<file path="src/rtl/cachebusarb_if.sv">
// cachebusarb_if: signal bundle between the line sequencer (master), the two caches and the external bus.
interface cachebusarb_if #(
   parameter int PA_BITS  = 34,
   parameter int LINELEN  = 512,
   parameter int BUSWIDTH = 64,
   parameter int LOGBWPL  = $clog2(LINELEN/BUSWIDTH)
);
   logic [1:0]          IFUCacheBusRW;
   logic [PA_BITS-1:0]  IFUCacheBusAdr;
   logic                IFUCacheBusAck;
   logic [1:0]          LSUCacheBusRW;
   logic [PA_BITS-1:0]  LSUCacheBusAdr;
   logic [BUSWIDTH-1:0] LSUWriteBeat;
   logic                LSUCacheBusAck;
   logic [LOGBWPL-1:0]  BeatCount;
   logic                SelBusBeat;
   logic [LINELEN-1:0]  FetchBuffer;
   logic                BusReq;
   logic                BusWrite;
   logic [PA_BITS-1:0]  BusAdr;
   logic [BUSWIDTH-1:0] BusWData;
   logic                BusReady;
   logic [BUSWIDTH-1:0] BusRData;

   modport master (
      input  IFUCacheBusRW, IFUCacheBusAdr, LSUCacheBusRW, LSUCacheBusAdr, LSUWriteBeat,
             BusReady, BusRData,
      output IFUCacheBusAck, LSUCacheBusAck, BeatCount, SelBusBeat, FetchBuffer,
             BusReq, BusWrite, BusAdr, BusWData
   );

   modport slave (
      output IFUCacheBusRW, IFUCacheBusAdr, LSUCacheBusRW, LSUCacheBusAdr, LSUWriteBeat,
             BusReady, BusRData,
      input  IFUCacheBusAck, LSUCacheBusAck, BeatCount, SelBusBeat, FetchBuffer,
             BusReq, BusWrite, BusAdr, BusWData
   );
endinterface

</file>
<file path="src/rtl/cachebusarb.sv">
// cachebusarb: arbitrates and sequences whole-line I$/D$ fills and D$ writebacks over one beat-wide bus.
// Build macro CACHEBUSARB_RR_EN selects round-robin arbitration; default is fixed priority D$ over I$.
module cachebusarb #(
   parameter int PA_BITS  = 34,
   parameter int LINELEN  = 512,
   parameter int BUSWIDTH = 64,
   parameter int LOGBWPL  = $clog2(LINELEN/BUSWIDTH)
) (
   input logic           clk,
   input logic           reset,
   cachebusarb_if.master bus
);
   typedef enum logic [1:0] {IDLE = 2'd0, BURST = 2'd1, DONE = 2'd2} state_t;

   localparam logic [LOGBWPL-1:0] LAST_BEAT  = LOGBWPL'(LINELEN/BUSWIDTH - 1);
   localparam logic [LOGBWPL-1:0] ONE_BEAT   = LOGBWPL'(1);
   localparam logic [PA_BITS-1:0] BEAT_BYTES = PA_BITS'(BUSWIDTH/8);

   state_t              state;
   logic                owner_lsu;
   logic                lock;
   logic                bus_req;
   logic                bus_write;
   logic                sel_bus_beat;
   logic                ifu_ack;
   logic                lsu_ack;
   logic [PA_BITS-1:0]  bus_adr;
   logic [LOGBWPL-1:0]  beat_count;
   logic [LINELEN-1:0]  fetch_buffer;
   logic                lsu_req;
   logic                ifu_req;
   logic                locked_grant;
   logic                grant_lsu;
`ifdef CACHEBUSARB_RR_EN
   logic                rr_ptr;   // 1: D$ was served last, so the I$ wins the next contention
`endif

   // Pick the owner of the next burst from the two cache requests
   always_comb begin
      lsu_req      = |bus.LSUCacheBusRW;
      ifu_req      = |bus.IFUCacheBusRW;
      locked_grant = lock & lsu_req;
      grant_lsu    = 1'b0;
      if (locked_grant) begin
         grant_lsu = 1'b1;
`ifdef CACHEBUSARB_RR_EN
      end else if (lsu_req && ifu_req) begin
         grant_lsu = ~rr_ptr;
`endif
      end else begin
         grant_lsu = lsu_req;
      end
   end

   // Burst sequencer: state, beat counter, fetch buffer and every registered output
   always_ff @(posedge clk) begin
      if (reset) begin
         state        <= IDLE;
         owner_lsu    <= 1'b0;
         lock         <= 1'b0;
         bus_req      <= 1'b0;
         bus_write    <= 1'b0;
         sel_bus_beat <= 1'b0;
         ifu_ack      <= 1'b0;
         lsu_ack      <= 1'b0;
         bus_adr      <= '0;
         beat_count   <= '0;
         fetch_buffer <= '0;
`ifdef CACHEBUSARB_RR_EN
         rr_ptr       <= 1'b0;
`endif
      end else begin
         case (state)
            IDLE: begin
               lock <= 1'b0;
               if (lsu_req || ifu_req) begin
                  state        <= BURST;
                  owner_lsu    <= grant_lsu;
                  bus_req      <= 1'b1;
                  bus_write    <= grant_lsu & bus.LSUCacheBusRW[0];
                  bus_adr      <= grant_lsu ? bus.LSUCacheBusAdr : bus.IFUCacheBusAdr;
                  sel_bus_beat <= grant_lsu;
                  beat_count   <= '0;
`ifdef CACHEBUSARB_RR_EN
                  if (!locked_grant) begin
                     rr_ptr <= grant_lsu;
                  end
`endif
               end
            end
            BURST: begin
               if (bus.BusReady) begin
                  if (!bus_write) begin
                     fetch_buffer[beat_count*BUSWIDTH +: BUSWIDTH] <= bus.BusRData;
                  end
                  if (beat_count == LAST_BEAT) begin
                     state      <= DONE;
                     bus_req    <= 1'b0;
                     bus_write  <= 1'b0;
                     beat_count <= '0;
                     ifu_ack    <= ~owner_lsu;
                     lsu_ack    <= owner_lsu;
                     // a finished writeback keeps the bus for the D$ refill that follows it
                     lock       <= owner_lsu & bus_write;
                  end else begin
                     beat_count <= beat_count + ONE_BEAT;
                     bus_adr    <= bus_adr + BEAT_BYTES;
                  end
               end
            end
            DONE: begin
               state        <= IDLE;
               ifu_ack      <= 1'b0;
               lsu_ack      <= 1'b0;
               sel_bus_beat <= 1'b0;
            end
            default: begin
               state <= IDLE;
            end
         endcase
      end
   end

   assign bus.IFUCacheBusAck = ifu_ack;
   assign bus.LSUCacheBusAck = lsu_ack;
   assign bus.BeatCount      = beat_count;
   assign bus.SelBusBeat     = sel_bus_beat;
   assign bus.FetchBuffer    = fetch_buffer;
   assign bus.BusReq         = bus_req;
   assign bus.BusWrite       = bus_write;
   assign bus.BusAdr         = bus_adr;
   assign bus.BusWData       = bus.LSUWriteBeat;
endmodule

</file>
<file path="src/flat_wrapper.sv">
// flat-port wrapper written by rule: the top's interface ports become plain ports
module cachebusarb_flat 
#(
   parameter int PA_BITS  = 34,
   parameter int LINELEN  = 512,
   parameter int BUSWIDTH = 64,
   parameter int LOGBWPL  = $clog2(LINELEN/BUSWIDTH)
)
  (clk, reset, bus_IFUCacheBusRW, bus_IFUCacheBusAdr, bus_LSUCacheBusRW, bus_LSUCacheBusAdr, bus_LSUWriteBeat, bus_BusReady, bus_BusRData, bus_IFUCacheBusAck, bus_LSUCacheBusAck, bus_BeatCount, bus_SelBusBeat, bus_FetchBuffer, bus_BusReq, bus_BusWrite, bus_BusAdr, bus_BusWData);
  cachebusarb_if #(.PA_BITS(PA_BITS), .LINELEN(LINELEN), .BUSWIDTH(BUSWIDTH), .LOGBWPL(LOGBWPL)) bus_i ();
  input logic clk;
  input logic reset;
  input wire logic [$bits(bus_i.IFUCacheBusRW)-1:0] bus_IFUCacheBusRW;
  input wire logic [$bits(bus_i.IFUCacheBusAdr)-1:0] bus_IFUCacheBusAdr;
  input wire logic [$bits(bus_i.LSUCacheBusRW)-1:0] bus_LSUCacheBusRW;
  input wire logic [$bits(bus_i.LSUCacheBusAdr)-1:0] bus_LSUCacheBusAdr;
  input wire logic [$bits(bus_i.LSUWriteBeat)-1:0] bus_LSUWriteBeat;
  input wire logic [$bits(bus_i.BusReady)-1:0] bus_BusReady;
  input wire logic [$bits(bus_i.BusRData)-1:0] bus_BusRData;
  output wire logic [$bits(bus_i.IFUCacheBusAck)-1:0] bus_IFUCacheBusAck;
  output wire logic [$bits(bus_i.LSUCacheBusAck)-1:0] bus_LSUCacheBusAck;
  output wire logic [$bits(bus_i.BeatCount)-1:0] bus_BeatCount;
  output wire logic [$bits(bus_i.SelBusBeat)-1:0] bus_SelBusBeat;
  output wire logic [$bits(bus_i.FetchBuffer)-1:0] bus_FetchBuffer;
  output wire logic [$bits(bus_i.BusReq)-1:0] bus_BusReq;
  output wire logic [$bits(bus_i.BusWrite)-1:0] bus_BusWrite;
  output wire logic [$bits(bus_i.BusAdr)-1:0] bus_BusAdr;
  output wire logic [$bits(bus_i.BusWData)-1:0] bus_BusWData;
  assign bus_i.IFUCacheBusRW = bus_IFUCacheBusRW;
  assign bus_i.IFUCacheBusAdr = bus_IFUCacheBusAdr;
  assign bus_i.LSUCacheBusRW = bus_LSUCacheBusRW;
  assign bus_i.LSUCacheBusAdr = bus_LSUCacheBusAdr;
  assign bus_i.LSUWriteBeat = bus_LSUWriteBeat;
  assign bus_i.BusReady = bus_BusReady;
  assign bus_i.BusRData = bus_BusRData;
  assign bus_IFUCacheBusAck = bus_i.IFUCacheBusAck;
  assign bus_LSUCacheBusAck = bus_i.LSUCacheBusAck;
  assign bus_BeatCount = bus_i.BeatCount;
  assign bus_SelBusBeat = bus_i.SelBusBeat;
  assign bus_FetchBuffer = bus_i.FetchBuffer;
  assign bus_BusReq = bus_i.BusReq;
  assign bus_BusWrite = bus_i.BusWrite;
  assign bus_BusAdr = bus_i.BusAdr;
  assign bus_BusWData = bus_i.BusWData;
  cachebusarb #(.PA_BITS(PA_BITS), .LINELEN(LINELEN), .BUSWIDTH(BUSWIDTH), .LOGBWPL(LOGBWPL)) u_core (.clk(clk), .reset(reset), .bus(bus_i));
endmodule
</file>
<file path="config.mk">
export PLATFORM = sky130hd
export DESIGN_NAME = cachebusarb_flat
export DESIGN_NICKNAME = d
export VERILOG_FILES = /design/src/rtl/cachebusarb_if.sv /design/src/rtl/cachebusarb.sv /design/src/flat_wrapper.sv
export SDC_FILE = /design/constraint.sdc
export NUM_CORES = 1
export LEC_CHECK = 0
export CORE_AREA = 2 2 320 322
export CTS_CLUSTER_SIZE = 16
export DETAILED_ROUTE_END_ITERATION = 12
export DIE_AREA = 0 0 322 324
export SYNTH_ARGS = -nofsm -noshare
export SYNTH_HDL_FRONTEND = slang
export SYNTH_SLANG_ARGS = --single-unit
</file>
<file path="constraint.sdc">
create_clock -name clk -period 2.7 [get_ports clk]
set_input_delay 0.675 -clock clk [delete_from_list [all_inputs] [get_ports clk]]
set_output_delay 0.675 -clock clk [all_outputs]
set_load 0.01 [all_outputs]
</file>
==> impl_metrics.py <==
metrics = {
    "cts": {
        "cts_resized": 0,
        "clk_path_buf_depth": 3,
        "htreeDepth": 3,
        "clk_latency_ns": 0.65,
        "post_cts_buffers": 0,
        "postCtsHoldBufs": 0,
        "cts_buffers": 66,
        "path_clk_slew_ns": 0.06,
        "cts_sinks": 557,
        "tritoncts": "yes",
        "clockRootBuffer": "clkbuf_16",
    },
    "setup_path": {
        "crit_path_start": "u_core.bus.BeatCount[0]$_SDFFE_PP0P_",
        "worst_r2r_path_depth": 9,
        "critPathMaxStageDelay_ns": 0.64,
        "reg2reg_to": "u_core.bus.FetchBuffer[93]$_SDFFE_PP0P_",
        "worst-path-stages": 2,
        "required_ns": 2.03,
        "cp_slowest_cell": "clkdlybuf4s50_1",
        "crit_fanout": 7,
        "path_buf_inv": 2,
        "critPathCaptureType": "output pin",
        "cp_cell_sequence": "buf_4, clkdlybuf4s50_1",
        "crit_end": "bus_BeatCount[0]",
        "r2r_slack_ns": 0.33,
        "critical_path_class": "register to output pin",
        "r2r-start": "u_core.bus.BeatCount[0]$_SDFFE_PP0P_",
        "arrival_ns": 1.87,
        "start_kind": "register",
        "crit_family": "buffers and inverters",
    },
    "placement": {
        "dp_hpwl_mm": 68.6,
        "placed_area_sq_um": 30500,
        "io_buffers": 692,
        "dp_slack_ns": 0.00859,
        "gp_congestion": 0.829,
    },
    "yosys": {
        "ys_seq_area_share_pct": 50.4,
        "ys_seq_elements": 557,
        "async_flop_share_pct": 0,
        "syn_avg_cell_area_sq_um": 7.77,
        "synth_edf_count": 0,
        "syn_nets": 3058,
        "yosysUniqueCellTypes": 66,
        "yosys_most_used_dff": "dfxtp_1",
        "syn_inst": 2847,
        "yosys_warnings": 0,
        "syn_area_sq_um": 22100,
    },
    "cells_and_area": {
        "layout.cells.most_common": "clkdlybuf4s50_1",
        "fin_area_sq_um": 32700,
        "final_util_pct": 32.4,
        "n_fill_cell": 10600,
        "finalNetCount": 3552,
        "drive_gt1_share_pct": 7.44,
        "final_cell_mix": "clkdlybuf4s50_1 (691), nand2_1 (642), dfxtp_1 (557)",
        "area.growth.synth_to_final_pct": 48.0,
    },
    "status": {
        "status": "finished, final reports clean",
    },
    "global_route": {
        "gr-total-overflow": 0,
        "grt_max_degree": 109,
        "grt_pass1_vias": 21000,
        "grt_util_all_layers_pct": 18.4,
        "grt_pass1_wl_mm": 144,
        "antenna_found_initial": 4,
    },
    "floorplan": {
        "die-area_sq_um": 104000,
        "core-area_sq_um": 101000,
        "start_util_pct": 21.9,
        "ios": 821,
        "fp.dieW_microns": 322,
        "dieHeight_microns": 324,
        "placementRows": 117,
    },
    "sta": {
        "worst_clock_skew_ns": 0.0317,
        "slew_headroom_pct": 39.7,
        "slew_viol_final": 0,
        "rsz0062_at_grt": "no",
        "min_period_ns": 2.55,
        "max_freq_mhz": 393,
        "hold_viol_final": 0,
        "worst_pin_slew_ns": 0.905,
        "setup_tns_ns": 0,
        "fin_crit_sh_pct": 94.3,
        "worst_slack_ns": 0.153,
        "setup_violations": 0,
    },
    "routing": {
        "via_per_inst": 4.80,
        "firstDrtPassIters": 5,
        "drtIter0Drc": 1961,
        "wirelength_mm": 100,
        "wl_per_cell_microns": 21.4,
        "drcViolationCount": 0,
        "antenna_left": 0,
        "vias": 22600,
    },
    "power": {
        "powerDensity_nw_per_um2": 583,
        "cellLeakagePower_nw": 10.4,
        "p_total_mw": 19.1,
        "vdd_drop_max_mv": 0.350,
    },
    "worst_hold_path": {
        "hold_path.class": "register to register",
    },
    "flow_run": {
        "max_cap_violations": 0,
    },
}
-- where the power goes --
part | leakage (nW) | internal [mW] | switching [mW]
Clock | 1.08 | 5.37 | 3.83
Combinational | 4.82 | 0.587 | 0.857
Sequential | 4.50 | 8.32 | 0.114
Total | 10.4 | 14.3 | 4.80
-- worst min-delay path, cell delays in order, from the launching register on --
cell     delay (ns)
dfxtp_1        0.30
nand2_1        0.05
a21oi_1        0.05
-- cells in the mapped netlist, types with 3 or more instances --
cell | number | area (sq um)
nand3_1 | 477 | 2390
inv_1 | 7 | 26.3
buf_4 | 64 | 480
dfxtp_1 | 557 | 11200
clkbuf_1 | 215 | 807
nand4_1 | 7 | 43.8
nor3b_1 | 3 | 22.5
or2_2 | 3 | 18.8
and2_1 | 3 | 18.8
nor4_2 | 3 | 37.5
nor2_1 | 36 | 135
a31oi_1 | 7 | 43.8
or3_1 | 3 | 18.8
and4_1 | 4 | 35.0
nand2b_1 | 8 | 50.1
nor3_1 | 22 | 110
o211ai_1 | 4 | 30.0
and3_1 | 9 | 56.3
a21oi_1 | 551 | 2760
o22ai_1 | 7 | 43.8
buf_2 | 60 | 300
o32ai_1 | 3 | 26.3
buf_1 | 33 | 124
nor2b_1 | 4 | 25.0
a211oi_1 | 6 | 45.0
o31ai_1 | 3 | 22.5
nor4_1 | 8 | 50.1
mux2i_1 | 18 | 180
ha_1 | 8 | 100
o21ai_0 | 20 | 100
nand2_1 | 642 | 2410
a22oi_1 | 7 | 52.6
a311oi_1 | 7 | 61.3
-- final cells by class --
type                    count  area (sq um)  area share (%)
flip-flops and latches    557         11200            34.1
multi-input cells        1910          9390            28.7
repair buffers            799          8310            25.4
clock buffers              94          1910            5.83
well taps                1309          1640            5.00
clock inverters            22           319           0.974
inverters                   7          26.3          0.0802
diodes                      1          2.50         0.00764
-- registers in the layout, summed over array words and instances, names as in the netlist, 2 cells and up --
name                    flops
u_core.bus.FetchBuffer    512
u_core.bus.BusAdr          34
u_core.bus.BeatCount        3
u_core.state                2
-- cell families (layout without fill, tap and decap cells) --
| kind of cell | count (synthesis) | count (layout) | synth area share (%) |
|---|---|---|---|
| other | 0 | 1 | 0 |
| muxes | 19 | 19 | 0.865 |
| buffers and inverters | 380 | 922 | 7.88 |
| adders and majority gates | 8 | 8 | 0.453 |
| DFF | 557 | 557 | 50.4 |
| and+or+nand+nor | 1253 | 1253 | 25.4 |
| AOI/OAI and AO/OA | 630 | 630 | 15.0 |
-- how the worst min path moves through the flow --
stage,end,from,cells after the start,slack (ns)
after CTS,u_core.bus.BusAdr[3]$_SDFFE_PP0P_,reset,2,0.40
after floorplan,u_core.bus.FetchBuffer[193]$_SDFFE_PP0P_,u_core.bus.FetchBuffer[193]$_SDFFE_PP0P_,2,0.48
final,u_core.bus.FetchBuffer[305]$_SDFFE_PP0P_,u_core.bus.FetchBuffer[305]$_SDFFE_PP0P_,2,0.45
after global routing,u_core.bus.BusAdr[28]$_SDFFE_PP0P_,reset,2,0.45
after detailed placement,u_core.bus.FetchBuffer[496]$_SDFFE_PP0P_,u_core.bus.FetchBuffer[496]$_SDFFE_PP0P_,2,0.44
after global placement,u_core.bus.FetchBuffer[496]$_SDFFE_PP0P_,u_core.bus.FetchBuffer[496]$_SDFFE_PP0P_,2,0.44
-- stage by stage --
step	instances	hold WS, ns
floorplan	2847	0.476
global placement	4582	0.436
detailed placement	4582	0.442
CTS	4698	0.403
global route	4698	0.448
finish	4699	0.447
-- per-layer routing --
layer | GRT usage [%] | routed length, microns
met1 | 22.7 | 41100
met2 | 30.7 | 48100
met3 | 4.25 | 7690
met4 | 7.45 | 3550
met5 | 0 | 0
Note: power is estimated with default switching activity, not from simulation.
